**src/rtl/mdio_ctrl_pkg.sv**
```systemverilog
// Shared MDIO frame field positions, opcodes and arbiter FSM encoding.
package mdio_ctrl_pkg;

    localparam logic [1:0]  OP_WRITE       = 2'b01;
    localparam logic [1:0]  OP_READ        = 2'b10;
    localparam int unsigned OP_MSB         = 29;
    localparam int unsigned OP_LSB         = 28;
    localparam int unsigned DATA_MSB       = 15;
    localparam int unsigned FRAME_BITS_DEF = 32;

    typedef enum logic [1:0] {
        ST_IDLE   = 2'd0,
        ST_LAUNCH = 2'd1,
        ST_WAIT   = 2'd2,
        ST_DONE   = 2'd3
    } state_t;

endpackage

```
**src/rtl/mdio_rr_arb.sv**
```systemverilog
// Round-robin pointer and next-grant select for the MDIO request arbiter.
module mdio_rr_arb #(
    parameter int unsigned N_REQ = 3,
    parameter int unsigned IW    = (N_REQ > 1) ? $clog2(N_REQ) : 1
) (
    input  logic             clk,
    input  logic             rst_n,
    input  logic [N_REQ-1:0] req,
    input  logic             adv,
    input  logic [IW-1:0]    adv_idx,
    output logic             grant_valid,
    output logic [IW-1:0]    grant_idx
);

    logic [IW-1:0] r_ptr;
    int unsigned   w_j;

    // First set request at or above the pointer, wrapping around.
    always_comb begin
        grant_valid = 1'b0;
        grant_idx   = '0;
        w_j         = 0;
        for (int unsigned k = 0; k < N_REQ; k++) begin
            w_j = (32'(r_ptr) + k) % N_REQ;
            if (!grant_valid && req[w_j]) begin
                grant_valid = 1'b1;
                grant_idx   = IW'(w_j);
            end
        end
    end

    always_ff @(posedge clk or negedge rst_n) begin
        if (!rst_n) begin
            r_ptr <= '0;
        end else if (adv) begin
            r_ptr <= (adv_idx == IW'(N_REQ - 1)) ? '0 : adv_idx + IW'(1);
        end
    end

endmodule

```
**src/rtl/mdio_req_arbiter.sv**
```systemverilog
// Round-robin sharing of one MDIO transaction generator between N_REQ requesters.
// Optional watchdog abort is built when MDIO_TIMEOUT_EN is defined.
module mdio_req_arbiter
    import mdio_ctrl_pkg::*;
#(
    parameter int unsigned N_REQ          = 3,
    parameter int unsigned FRAME_BITS     = FRAME_BITS_DEF,
    parameter int unsigned TIMEOUT_CYCLES = 4096
) (
    input  logic                 clk,
    input  logic                 reset,
    input  logic [N_REQ-1:0]     req,
    input  logic [32*N_REQ-1:0]  req_frame,
    output logic [N_REQ-1:0]     done,
    output logic [DATA_MSB:0]    rsp_data,
    output logic                 busy,
    output logic                 err,
    output logic                 gen_start,
    output logic [31:0]          gen_t_data,
    input  logic                 gen_mdc,
    input  logic                 gen_data_rdy,
    input  logic [15:0]          gen_rd_data
);

    localparam int unsigned IW = (N_REQ > 1) ? $clog2(N_REQ) : 1;
    localparam int unsigned CW = $clog2(FRAME_BITS + 1);

    if (N_REQ < 2 || N_REQ > 8 || TIMEOUT_CYCLES < 2) begin : g_bad_cfg
        $error("mdio_req_arbiter: unsupported parameter set");
    end

    state_t            r_state;
    logic [IW-1:0]     r_grant;
    logic              r_is_read;
    logic [CW-1:0]     r_edges;
    logic              r_mdc_prev;
    logic [N_REQ-1:0]  r_done;
    logic [DATA_MSB:0] r_rsp;
    logic              r_busy;
    logic              r_start;
    logic [31:0]       r_tdata;

    logic              w_gnt_valid;
    logic [IW-1:0]     w_gnt_idx;
    logic [31:0]       w_sel_frame;
    logic              w_mdc_rise;
    logic              w_adv;
    logic [N_REQ-1:0]  w_onehot;
    logic              w_complete;

    mdio_rr_arb #(.N_REQ(N_REQ), .IW(IW)) u_arb (
        .clk        (clk),
        .rst_n      (reset),
        .req        (req),
        .adv        (w_adv),
        .adv_idx    (r_grant),
        .grant_valid(w_gnt_valid),
        .grant_idx  (w_gnt_idx)
    );

    assign w_sel_frame = req_frame[32*w_gnt_idx +: 32];
    assign w_mdc_rise  = gen_mdc & ~r_mdc_prev;
    assign w_adv       = (r_state == ST_DONE);
    assign w_onehot    = N_REQ'(1) << r_grant;
    // Reads finish only on the generator strobe; everything else counts mdc edges.
    assign w_complete  = r_is_read ? gen_data_rdy
                                   : (w_mdc_rise && r_edges == CW'(FRAME_BITS - 1));

`ifdef MDIO_TIMEOUT_EN
    localparam int unsigned TW = $clog2(TIMEOUT_CYCLES + 1);
    logic [TW-1:0] r_tmo;
    logic          r_err;
    assign err = r_err;
`else
    assign err = 1'b0;
`endif

    always_ff @(posedge clk or negedge reset) begin
        if (!reset) begin
            r_state    <= ST_IDLE;
            r_grant    <= '0;
            r_is_read  <= 1'b0;
            r_edges    <= '0;
            r_mdc_prev <= 1'b0;
            r_done     <= '0;
            r_rsp      <= '0;
            r_busy     <= 1'b0;
            r_start    <= 1'b0;
            r_tdata    <= '0;
`ifdef MDIO_TIMEOUT_EN
            r_tmo      <= '0;
            r_err      <= 1'b0;
`endif
        end else begin
            r_mdc_prev <= gen_mdc;
            case (r_state)
                ST_IDLE: begin
                    if (w_gnt_valid) begin
                        r_tdata   <= w_sel_frame;
                        r_grant   <= w_gnt_idx;
                        r_is_read <= (w_sel_frame[OP_MSB:OP_LSB] == OP_READ);
                        r_busy    <= 1'b1;
                        r_start   <= 1'b1;
                        r_state   <= ST_LAUNCH;
                    end
                end
                ST_LAUNCH: begin
                    r_start <= 1'b0;
                    r_edges <= '0;
`ifdef MDIO_TIMEOUT_EN
                    r_tmo   <= '0;
`endif
                    r_state <= ST_WAIT;
                end
                ST_WAIT: begin
                    if (w_complete) begin
                        r_rsp   <= r_is_read ? gen_rd_data : '0;
                        r_done  <= w_onehot;
                        r_busy  <= 1'b0;
                        r_state <= ST_DONE;
                    end
`ifdef MDIO_TIMEOUT_EN
                    else if (r_tmo == TW'(TIMEOUT_CYCLES - 1)) begin
                        r_rsp   <= '1;
                        r_err   <= 1'b1;
                        r_done  <= w_onehot;
                        r_busy  <= 1'b0;
                        r_state <= ST_DONE;
                    end
`endif
                    else begin
                        if (!r_is_read && w_mdc_rise) begin
                            r_edges <= r_edges + CW'(1);
                        end
`ifdef MDIO_TIMEOUT_EN
                        r_tmo <= r_tmo + TW'(1);
`endif
                    end
                end
                ST_DONE: begin
                    r_done  <= '0;
                    r_rsp   <= '0;
`ifdef MDIO_TIMEOUT_EN
                    r_err   <= 1'b0;
`endif
                    r_state <= ST_IDLE;
                end
                default: r_state <= ST_IDLE;
            endcase
        end
    end

    assign done       = r_done;
    assign rsp_data   = r_rsp;
    assign busy       = r_busy;
    assign gen_start  = r_start;
    assign gen_t_data = r_tdata;

endmodule

```
**config.mk**
```make
export PLATFORM = sky130hd
export DESIGN_NAME = mdio_req_arbiter
export DESIGN_NICKNAME = d
export VERILOG_FILES = /design/src/rtl/mdio_ctrl_pkg.sv /design/src/rtl/mdio_rr_arb.sv /design/src/rtl/mdio_req_arbiter.sv
export SDC_FILE = /design/constraint.sdc
export NUM_CORES = 1
export LEC_CHECK = 0
export ABC_CLOCK_PERIOD_IN_PS = 2400
export CAP_MARGIN = 25
export CORE_ASPECT_RATIO = 1.2
export CORE_MARGIN = 4
export CORE_UTILIZATION = 35
export DETAILED_ROUTE_END_ITERATION = 8
export PLACE_DENSITY = 0.72
export SKIP_LAST_GASP = 1
export SYNTH_ARGS = -nofsm -noshare
export SYNTH_HDL_FRONTEND = slang
export SYNTH_SLANG_ARGS = --single-unit
```
**constraint.sdc**
```tcl
create_clock -name clk -period 2.4 [get_ports clk]
set_clock_uncertainty 0.2 [all_clocks]
set_input_delay 0.24 -clock clk [delete_from_list [all_inputs] [get_ports clk]]
set_output_delay 0.24 -clock clk [all_outputs]
set_load 0.01 [all_outputs]
```
Word level (Yosys, flattened, before mapping) --
Cells that the tools add are included.
Word-level totals: bits in writable memories 0, word-level logic and storage cells 82, output and inout bits 54, memories 0, ROM bits 0, register bits 67, latch bits 0
Cells by class: muxes and demuxes 29, bitwise operators 2, eq/ne operators 10, add/sub/neg operators 4, $mul 0, magnitude comparators 3, reduce and logical (&&, ||, !) cells 18, shift-type cells 2, divide/modulo/power cells 3
Operators by type and width (number):
- < comparator 32 x 3 -> 1 bit (second input constant) | 3
- indexed part select 96 x 8 -> 32 bit | 1
- remainder unit 32 x 2 -> 32 bit (second input constant) | 2
- remainder unit 2 x 2 -> 32 bit (second input constant) | 1
- two-way mux 16 bit | 2
- case mux 16 bit (2 select lines) | 1
- two-way mux 2 bit | 6
- two-way mux 6 bit | 2
- case mux 6 bit (2 select lines) | 1
- two-way mux 1 bit | 9
- equality test 2 bit (second input constant) | 4
- case mux 2 bit (4 select lines) | 1
- AND reduction 2 bit | 4
- nonzero test 2 bit | 4
- adder 6 x 1 -> 6 bit (second input constant) | 1
- binary-select mux 1 bit (select 2 bit) | 3
- equality test 6 x 5 -> 1 bit (second input constant) | 1
- inequality test 2 bit (second input constant) | 3
- case mux 3 bit (2 select lines) | 1
- AND reduction 3 bit | 2
- logical AND 1 bit | 4
- case mux 1 bit (2 select lines) | 2
- adder 2 x 1 -> 3 bit (second input constant) | 1
- adder 2 x 2 -> 3 bit (second input constant) | 1
- other kinds (9) | 11

Depth between registers and ports, before layout --
Gate-level depths: netlist (run 1).
word-level depth 12, depth in mapped cells 11, mapped depth without buffers 8

By module --
From an unflattened synthesis (run 1), not the netlist that was laid out.
Unflattened totals: cell total of the unflattened synthesis 375, area total of the unflattened synthesis 3553.4 um^2
Modules (own cells, without submodules):
- mdio_req_arbiter | area each 3226.8 um^2, times used 1, cells each 336, seq. area each 1626.6 um^2
- mdio_rr_arb | area each 326.6 um^2, times used 1, cells each 39, seq. area each 50.0 um^2

Worst setup path after synthesis (run 1) --
No wires, ideal clock.
path kind register -> register, start point register u_arb.r_ptr[1], end point register r_tdata[28] (netlist: gen_t_data[28]), setup time 0.125 ns, setup slack -0.184 ns, period minus slack after synthesis 2.584 ns, arrival 2.259 ns, stages on the path, launching flop included 10, cell sequence dfrtp_1 > inv_1 > ha_1 > buf_6 > mux2i_1 > mux2i_2 > mux2i_2 > mux2_1 > mux2_2 > mux2_2
On the way: word-level cells in the longest chain between the ends 11, elaborated cells between the ends (all ways) 23, classes of those cells add/sub: 2; div: 3; shift: 1; mux: 12; reduce/logical: 5
RTL lines:
- from (decl) | RTL line mdio_rr_arb.sv:15 | logic [IW-1:0] r_ptr;
- from (signal assigned) | RTL line mdio_rr_arb.sv:36 | r_ptr <= (adv_idx == IW'(N_REQ - 1)) ? '0 : adv_idx + IW'(1);
- parallel branches: the longest is 11 deep, another holds remainder unit 32 x 2 -> 32 bit
- to (signal assigned) | RTL line mdio_req_arbiter.sv:99 | r_tdata <= w_sel_frame;
- to (decl) | RTL line mdio_req_arbiter.sv:41 | logic [31:0] r_tdata;
Parallel ways; which one is timed is not known. The select of a mux whose other input is x is not followed. A chain may end at the register's enable or synchronous reset.

Final worst setup path (run 1) --
start point register u_arb.r_ptr[1], end point register r_tdata[6] (netlist: gen_t_data[6])
Same word-level chain as after synthesis.

==> impl_metrics.ini, run 1 <==
[status]
status = finished with violations
violations = negative setup slack

[timing]
setup-violations-final = 36
hold_viol = 0
layout_min_cycle_time_ps = 2610
hold_ws_ps = 194
rsz0062_at_grt = true
drv_slew = 0
period_share_pct = 109
fmax_mhz = 383
fin_ws_ps = -209

[floorplanning]
start_util_pct = 35.6
pin_count = 173
placementRows = 41
die_w_um = 102
die_h_um = 121
core_mm2 = 0.0105
die_area_mm2 = 0.0124

[routing]
ant_nets = 0
vias_per_cell = 4.90
dr.pass1.iters = 4
drtIter0Drc = 75
wl_per_cell_um = 15.8
drc = 0
routed_wl_mm = 10.9
vias = 3385

[worst_setup_path]
worstPathRequired_ps = 2400
start_kind = flop
r2r_start = u_arb.r_ptr[1]
cp_num_buf_inv = 3
critical-path-max-stage-delay_ps = 400
crit_slowest_cell = dfrtp_2
cp_data_arrival_time_ps = 2610
worstSetupEndpointType = flop
ff2ff_path_depth = 10
cp_common_cell = mux2i_4
ff2ff_setup_slack_ps = -210
crit_chain = inv_2 > ha_4 > mux2i_4 > mux2i_4 > mux2i_4 > buf_4 > clkbuf_16 > mux2_2 > mux2i_1 > o21ai_0
criticalPathCategory = flop to flop
rr_endpoint = gen_t_data[6]
critPathMaxFanout = 7
cp_top_family = multiplexers

[global_route]
grt-ovfl-total = 0
grt_start_max_net_pins = 68
grt_pass1_wl_mm = 17.2
grt_pass1_vias = 3530
grt_usage_pct = 17.8
antenna_found_initial = 0

[synthesis]
postSynthCellCount = 371
synth_edf_count = 0
postSynthAreaPerCell_um2 = 10.0
synth_area_mm2 = 0.00373
yosys_warnings = 0
ys_ff_latch = 67
synth_fp_nets = 500
ys_types = 40
synth_seq_area_share_pct = 45.0
ys.flop_type = dfrtp_1
synthArstFlopShare_pct = 100

[layout]
synthToLayoutAreaGrowth_pct = 68.3
drive_gt1_share_pct = 18.1
n_antenna_cell = 0
fin_util_pct = 59.9
nNetsFinal = 686

[min_path]
holdPathEnd = r_mdc_prev
hold_path.class = input pin to flop
hold_start = gen_mdc
holdPathStages = 1

[power]
p_sw_share_pct = 37.2
power_frac_seq_pct = 22.6
switchingPower_mw = 3.22
p_int_mw = 5.45
power_density_mw_per_mm2 = 1380
vdd_drop_max_v = 0.000741
p_leak_nw = 2.78
combPwrFrac_pct = 62.2
pwr-share-clk_pct = 15.2

[clocking]
cts.sinks = 67
tritoncts = built
clock_latency_ps = 320
max-clock-path-buffers = 2
clkTransAtPathRegs_ps = 60
cts_buffers = 9
root_buffer = clkbuf_16
cts_htree_levels = 3

[place]
routabilityCongestion = 0.859
pre_cts_slack_ps = -355
dpl.hpwl_mm = 7.90
portBuffers = 171

[run]
max_cap_violations = 0
==> worst max path at each step <==
stage / from / endpoint / slack [ps] / depth (start not counted)
2_1_floorplan: u_arb.r_ptr[1] / gen_t_data[28] / -170 / 9
6_report: u_arb.r_ptr[1] / gen_t_data[6] / -210 / 10
4_1_cts: u_arb.r_ptr[0] / gen_t_data[28] / -200 / 8
5_1_grt: u_arb.r_ptr[1] / gen_t_data[14] / -310 / 11
3_5_place_dp: req[0] / gen_t_data[29] / -350 / 8
3_3_place_gp: req[0] / gen_t_data[29] / -280 / 8
==> power groups by stage <==
stage | clock, mW | combinational [mW] | sequential (mW)
2_1_floorplan | 0 | 2.62 | 2.12
3_3_place_gp | 0 | 4.63 | 1.94
3_5_place_dp | 0 | 4.75 | 1.96
4_1_cts | 1.35 | 5.30 | 1.96
5_1_grt | 1.40 | 5.91 | 2.02
6_report | 1.32 | 5.39 | 1.96
==> layout by cell type, fill, tap and decap left out, types with 2 or more instances in the layout <==
| cell | instances |
|---|---|
| clkdlybuf4s50_1 | 170 |
| dfrtp_1 | 65 |
| nand2_1 | 41 |
| o21ai_0 | 41 |
| mux2i_1 | 35 |
| mux2_2 | 34 |
| inv_1 | 23 |
| buf_4 | 19 |
| nand3_1 | 18 |
| o21ai_1 | 14 |
| clkbuf_16 | 10 |
| nor2_1 | 9 |
| ha_1 | 7 |
| buf_12 | 6 |
| nor2b_1 | 5 |
| nand3b_1 | 4 |
| xor2_1 | 4 |
| mux2_4 | 3 |
| mux2i_4 | 3 |
| nand4_1 | 3 |
| ha_4 | 3 |
| buf_6 | 3 |
| inv_2 | 2 |
| nand2b_4 | 2 |
| nand2b_1 | 2 |
| a21oi_1 | 2 |
| nor3b_1 | 2 |
| clkinv_4 | 2 |
| clkinv_2 | 2 |
| dfrtp_2 | 2 |
==> what timing repair did <==
item,in CTS,in global routing
gates resized for setup,17,12
setup buffers,4,4
pin swaps,5,3
setup endpoints to repair,39,55
hold buffers,1,0
cloned,2,1
endpoints found under the hold margin,67,0
==> through the flow <==
| stage | cells | setup TNS, ps | cell area, µm² | power (mW) |
|---|---|---|---|---|
| 6_report | 691 | -4360 | 6270 | 8.67 |
| 2_1_floorplan | 371 | -3610 | 3750 | 4.73 |
| 3_5_place_dp | 664 | -11280 | 5710 | 6.71 |
| 5_1_grt | 691 | -9370 | 6270 | 9.33 |
| 4_1_cts | 687 | -5150 | 6210 | 8.61 |
| 3_3_place_gp | 664 | -7990 | 5710 | 6.57 |
==> final cells by class <==
type                       instances  area [µm²]
fill                             904        4190
timing repair buffer             202        2070
multi-input combinational        252        1970
sequential                        67        1680
clock buffer                      10         239
tap                              129         161
inverter                          25        93.8
clock inverter                     6        65.1
==> per-layer routing <==
layer | GRT usage, % | up-vias | wire (µm)
li1 | - | 1649 | -
met4 | 5.99 | 0 | 172
met5 | 0 | - | 0
met2 | 30.7 | 125 | 5660
met3 | 5.23 | 14 | 922
met1 | 20.8 | 1597 | 4150
==> state kept, by name (all words and copies together) (netlist names), 2 cells and up <==
signal / count
u_arb.r_ptr: 2
r_grant: 2
done: 3
gen_t_data: 32
rsp_data: 16
r_edges: 6
r_state: 2
==> synth_stat cells (2+ instances only) <==
master	number	share of area (%)
dfrtp_1	67	45
o21ai_0	48	6.4
nand2_1	41	4.1
mux2_2	36	11
mux2i_1	36	9.7
inv_1	25	2.5
nand3_1	18	2.4
clkbuf_1	14	1.4
buf_2	11	1.5
ha_1	10	3.4
nor2_1	9	0.91
o21ai_1	7	0.94
nor2b_1	6	1.0
nand2b_1	4	0.67
nand3b_1	4	0.81
xor2_1	4	0.94
nand4_1	3	0.50
nor3b_1	3	0.60
a21oi_1	2	0.27
mux2i_2	2	0.74
o32a_1	2	0.54
==> cells by family after synthesis <==
logic type                 after synthesis  synth area share [%]
other                                    1                 0.101
buffers and inverters                   52                  5.91
AOI/OAI and AO/OA                       66                  10.3
adders and majority gates               10                  3.36
xor gates and xnor gates                 4                 0.940
and+or+nand+nor                         95                  12.4
DFF                                     67                  45.0
muxes                                   76                  22.0
No activity file was read; power rests on OpenSTA's default activity.
==> run 2, diff against run 1 <==
CTS_CLUSTER_DIAMETER = 50   (was default)
PLACE_DENSITY = 0.73   (was 0.72)
SYNTH_HIERARCHICAL = 1   (was default)
==> impl_metrics.ini, run 2 <==
[floorplanning]
pin_count = 173
die_area_mm2 = 0.0118
die_h_um = 118
placementRows = 40
die_w_um = 100
start_util_pct = 35.7
core_mm2 = 0.00996

[routing]
drc = 0
dr.pass1.iters = 4
ant_nets = 0
wl_per_cell_um = 16.1
routed_wl_mm = 11.5
vias_per_cell = 4.99
vias = 3581
drtIter0Drc = 83

[worst_setup_path]
cp_data_arrival_time_ps = 2660
rr_endpoint = gen_t_data[28]
start_kind = flop
worstPathRequired_ps = 2410
r2r_start = u_arb/r_ptr[1]
ff2ff_path_depth = 10
worstSetupEndpointType = flop
criticalPathCategory = flop to flop
critPathMaxFanout = 6
ff2ff_setup_slack_ps = -250

[clocking]
tritoncts = built
clock_latency_ps = 330
cts.sinks = 67
cts_htree_levels = 3
root_buffer = clkbuf_16
max-clock-path-buffers = 2
cts_buffers = 9
clkTransAtPathRegs_ps = 60

[power]
power_density_mw_per_mm2 = 1370
p_leak_nw = 2.70
vdd_drop_max_v = 0.000905
report.power.total_mw = 8.73

[global_route]
grt_usage_pct = 19.1
grt_pass1_vias = 3730
antenna_found_initial = 0
grt_start_max_net_pins = 68
grt-ovfl-total = 0
grt_pass1_wl_mm = 18.1

[synthesis]
synthTopCellsByCount = 67 x dfrtp_1, 48 x nand2_1, 43 x nor2_1, 38 x o21ai_0, 35 x mux2i_1
synthArstFlopShare_pct = 100
synth_seq_area_share_pct = 47.2
yosys.area.top_type = dfrtp_1
postSynthAreaPerCell_um2 = 9.48
synth_top_family_by_area = compound AO/OA/AOI/OAI gates
synth_top_area_share_pct = 47.2
ys_types = 48
yosys_warnings = 6
synthMuxAreaShare_pct = 10.6
synth_fp_nets = 503
synthAdderAreaFrac_pct = 3.17
postSynthCellCount = 375
synth-simple-area-share_pct = 14.7
synthXorXnorAreaFrac_pct = 0.739
ys.flop_type = dfrtp_1
synth_area_mm2 = 0.00355
synthTopCellsByArea = dfrtp_1 47%, mux2i_1 9.9%, o21ai_0 5.4%
synth-compound-area-share_pct = 19.3
synth_edf_count = 0
synth.most_common_cell = dfrtp_1
ys_ff_latch = 67

[layout]
largest_register_ffs = 32
synthToLayoutAreaGrowth_pct = 78.9
fin_util_pct = 63.8
layout.cells.most_common_list = 170 x clkdlybuf4s50_1, 67 x dfrtp_1, 47 x nand2_1, 43 x nor2_1, 34 x buf_4
n_antenna_cell = 0
fin_area_mm2 = 0.00636
nNetsFinal = 714
drive_gt1_share_pct = 19.1
final_common_cell = clkdlybuf4s50_1
fin_cells = 717
fillers = 795

[timing]
rsz0062_at_grt = true
hold_viol = 0
period_share_pct = 110
tightest_slew_ps = 833
relSlewSlack_pct = 44.5
fmax_mhz = 378
tns_ps = -6010
setup-violations-final = 34
fin_ws_ps = -247
drv_slew = 0
layout_min_cycle_time_ps = 2650
hold_ws_ps = 197

[place]
dpl.hpwl_mm = 8.26
pre_cts_slack_ps = -333
post-place-cells = 681
portBuffers = 171
routabilityCongestion = 0.865
dpl-instance-area_mm2 = 0.00564

[run]
max_cap_violations = 0

[status]
violations = negative setup slack
status = finished with violations

[min_path]
holdPathEnd = r_mdc_prev
hold_path.class = input pin to flop
holdPathStages = 1
hold_start = gen_mdc
## run 2: changes by cell type in the layout (fill, tap and decap cells not counted), moves of 16 or more
| cell | delta |
|---|---|
| a21oi_2 | +17 |
| inv_1 | -19 |
| mux2_2 | -33 |
| a22o_1 | +20 |
| o21ai_0 | -35 |
| nor2_1 | +34 |
| nand3_1 | -16 |
## run 2: cell families (layout without fill, tap and decap cells)
| family | Yosys count | in the layout |
|---|---|---|
| xor+xnor | 3 | 3 |
| other cells | 1 | 1 |
| fa+ha+maj | 9 | 9 |
| buf+inv | 32 | 248 |
| compound gates | 110 | 110 |
| flops | 67 | 67 |
| simple gates | 116 | 116 |
| mux | 37 | 37 |
## run 2: critical path, stage by stage (launching register included)
cell	delay, ps
dfrtp_1	420
ha_4	330
nor2b_4	150
o21ai_2	80
a311oi_2	290
o32a_2	260
buf_6	130
buf_6	90
mux2i_1	240
o21ai_2	100
mux2_2	260
## run 2: worst max path at each step
| stage | from | end | slack [ps] | depth (start not counted) |
|---|---|---|---|---|
| floorplan | u_arb/r_ptr[0] | gen_t_data[23] | -50 | 13 |
| global placement | req[0] | gen_t_data[31] | -220 | 10 |
| detailed placement | u_arb/r_ptr[1] | gen_t_data[31] | -330 | 11 |
| CTS | u_arb/r_ptr[1] | gen_t_data[28] | -180 | 10 |
| global route | u_arb/r_ptr[1] | gen_t_data[6] | -330 | 11 |
| finish | u_arb/r_ptr[1] | gen_t_data[28] | -250 | 10 |
## run 2: what timing repair did
item	in CTS	in global routing
resized for setup	22	52
pin swaps	5	38
hold endpoints to repair	67	0
setup endpoints to repair	35	37
cloned	3	2
hold buffers	1	0
buffers inserted	10	4
## run 2: per-layer routing
layer / wire [µm] / part of all wire [%] / vias to the layer above / GRT usage [%]
met5: 0 / 0 / - / 0
met4: 187 / 1.6 / 0 / 6.91
met3: 825 / 7.2 / 20 / 6.02
met2: 6150 / 53 / 135 / 33.5
met1: 4370 / 38 / 1689 / 21.6
li1: - / - / 1737 / -
## run 2: power by group
group / switching, mW / internal [mW] / leakage, nW
Clock: 0.481 / 0.698 / 0.125
Sequential: 0.268 / 1.57 / 0.868
Combinational: 2.62 / 3.10 / 1.71
## run 2: final cells by class
cell class	instances	area [µm²]	area share [%]
timing repair buffer	226	2320	36.6
clock inverter	6	41.3	0.650
sequential	67	1680	26.4
clock buffer	10	229	3.60
tap	126	158	2.48
inverter	6	22.5	0.354
multi-input combinational	276	1910	30.0
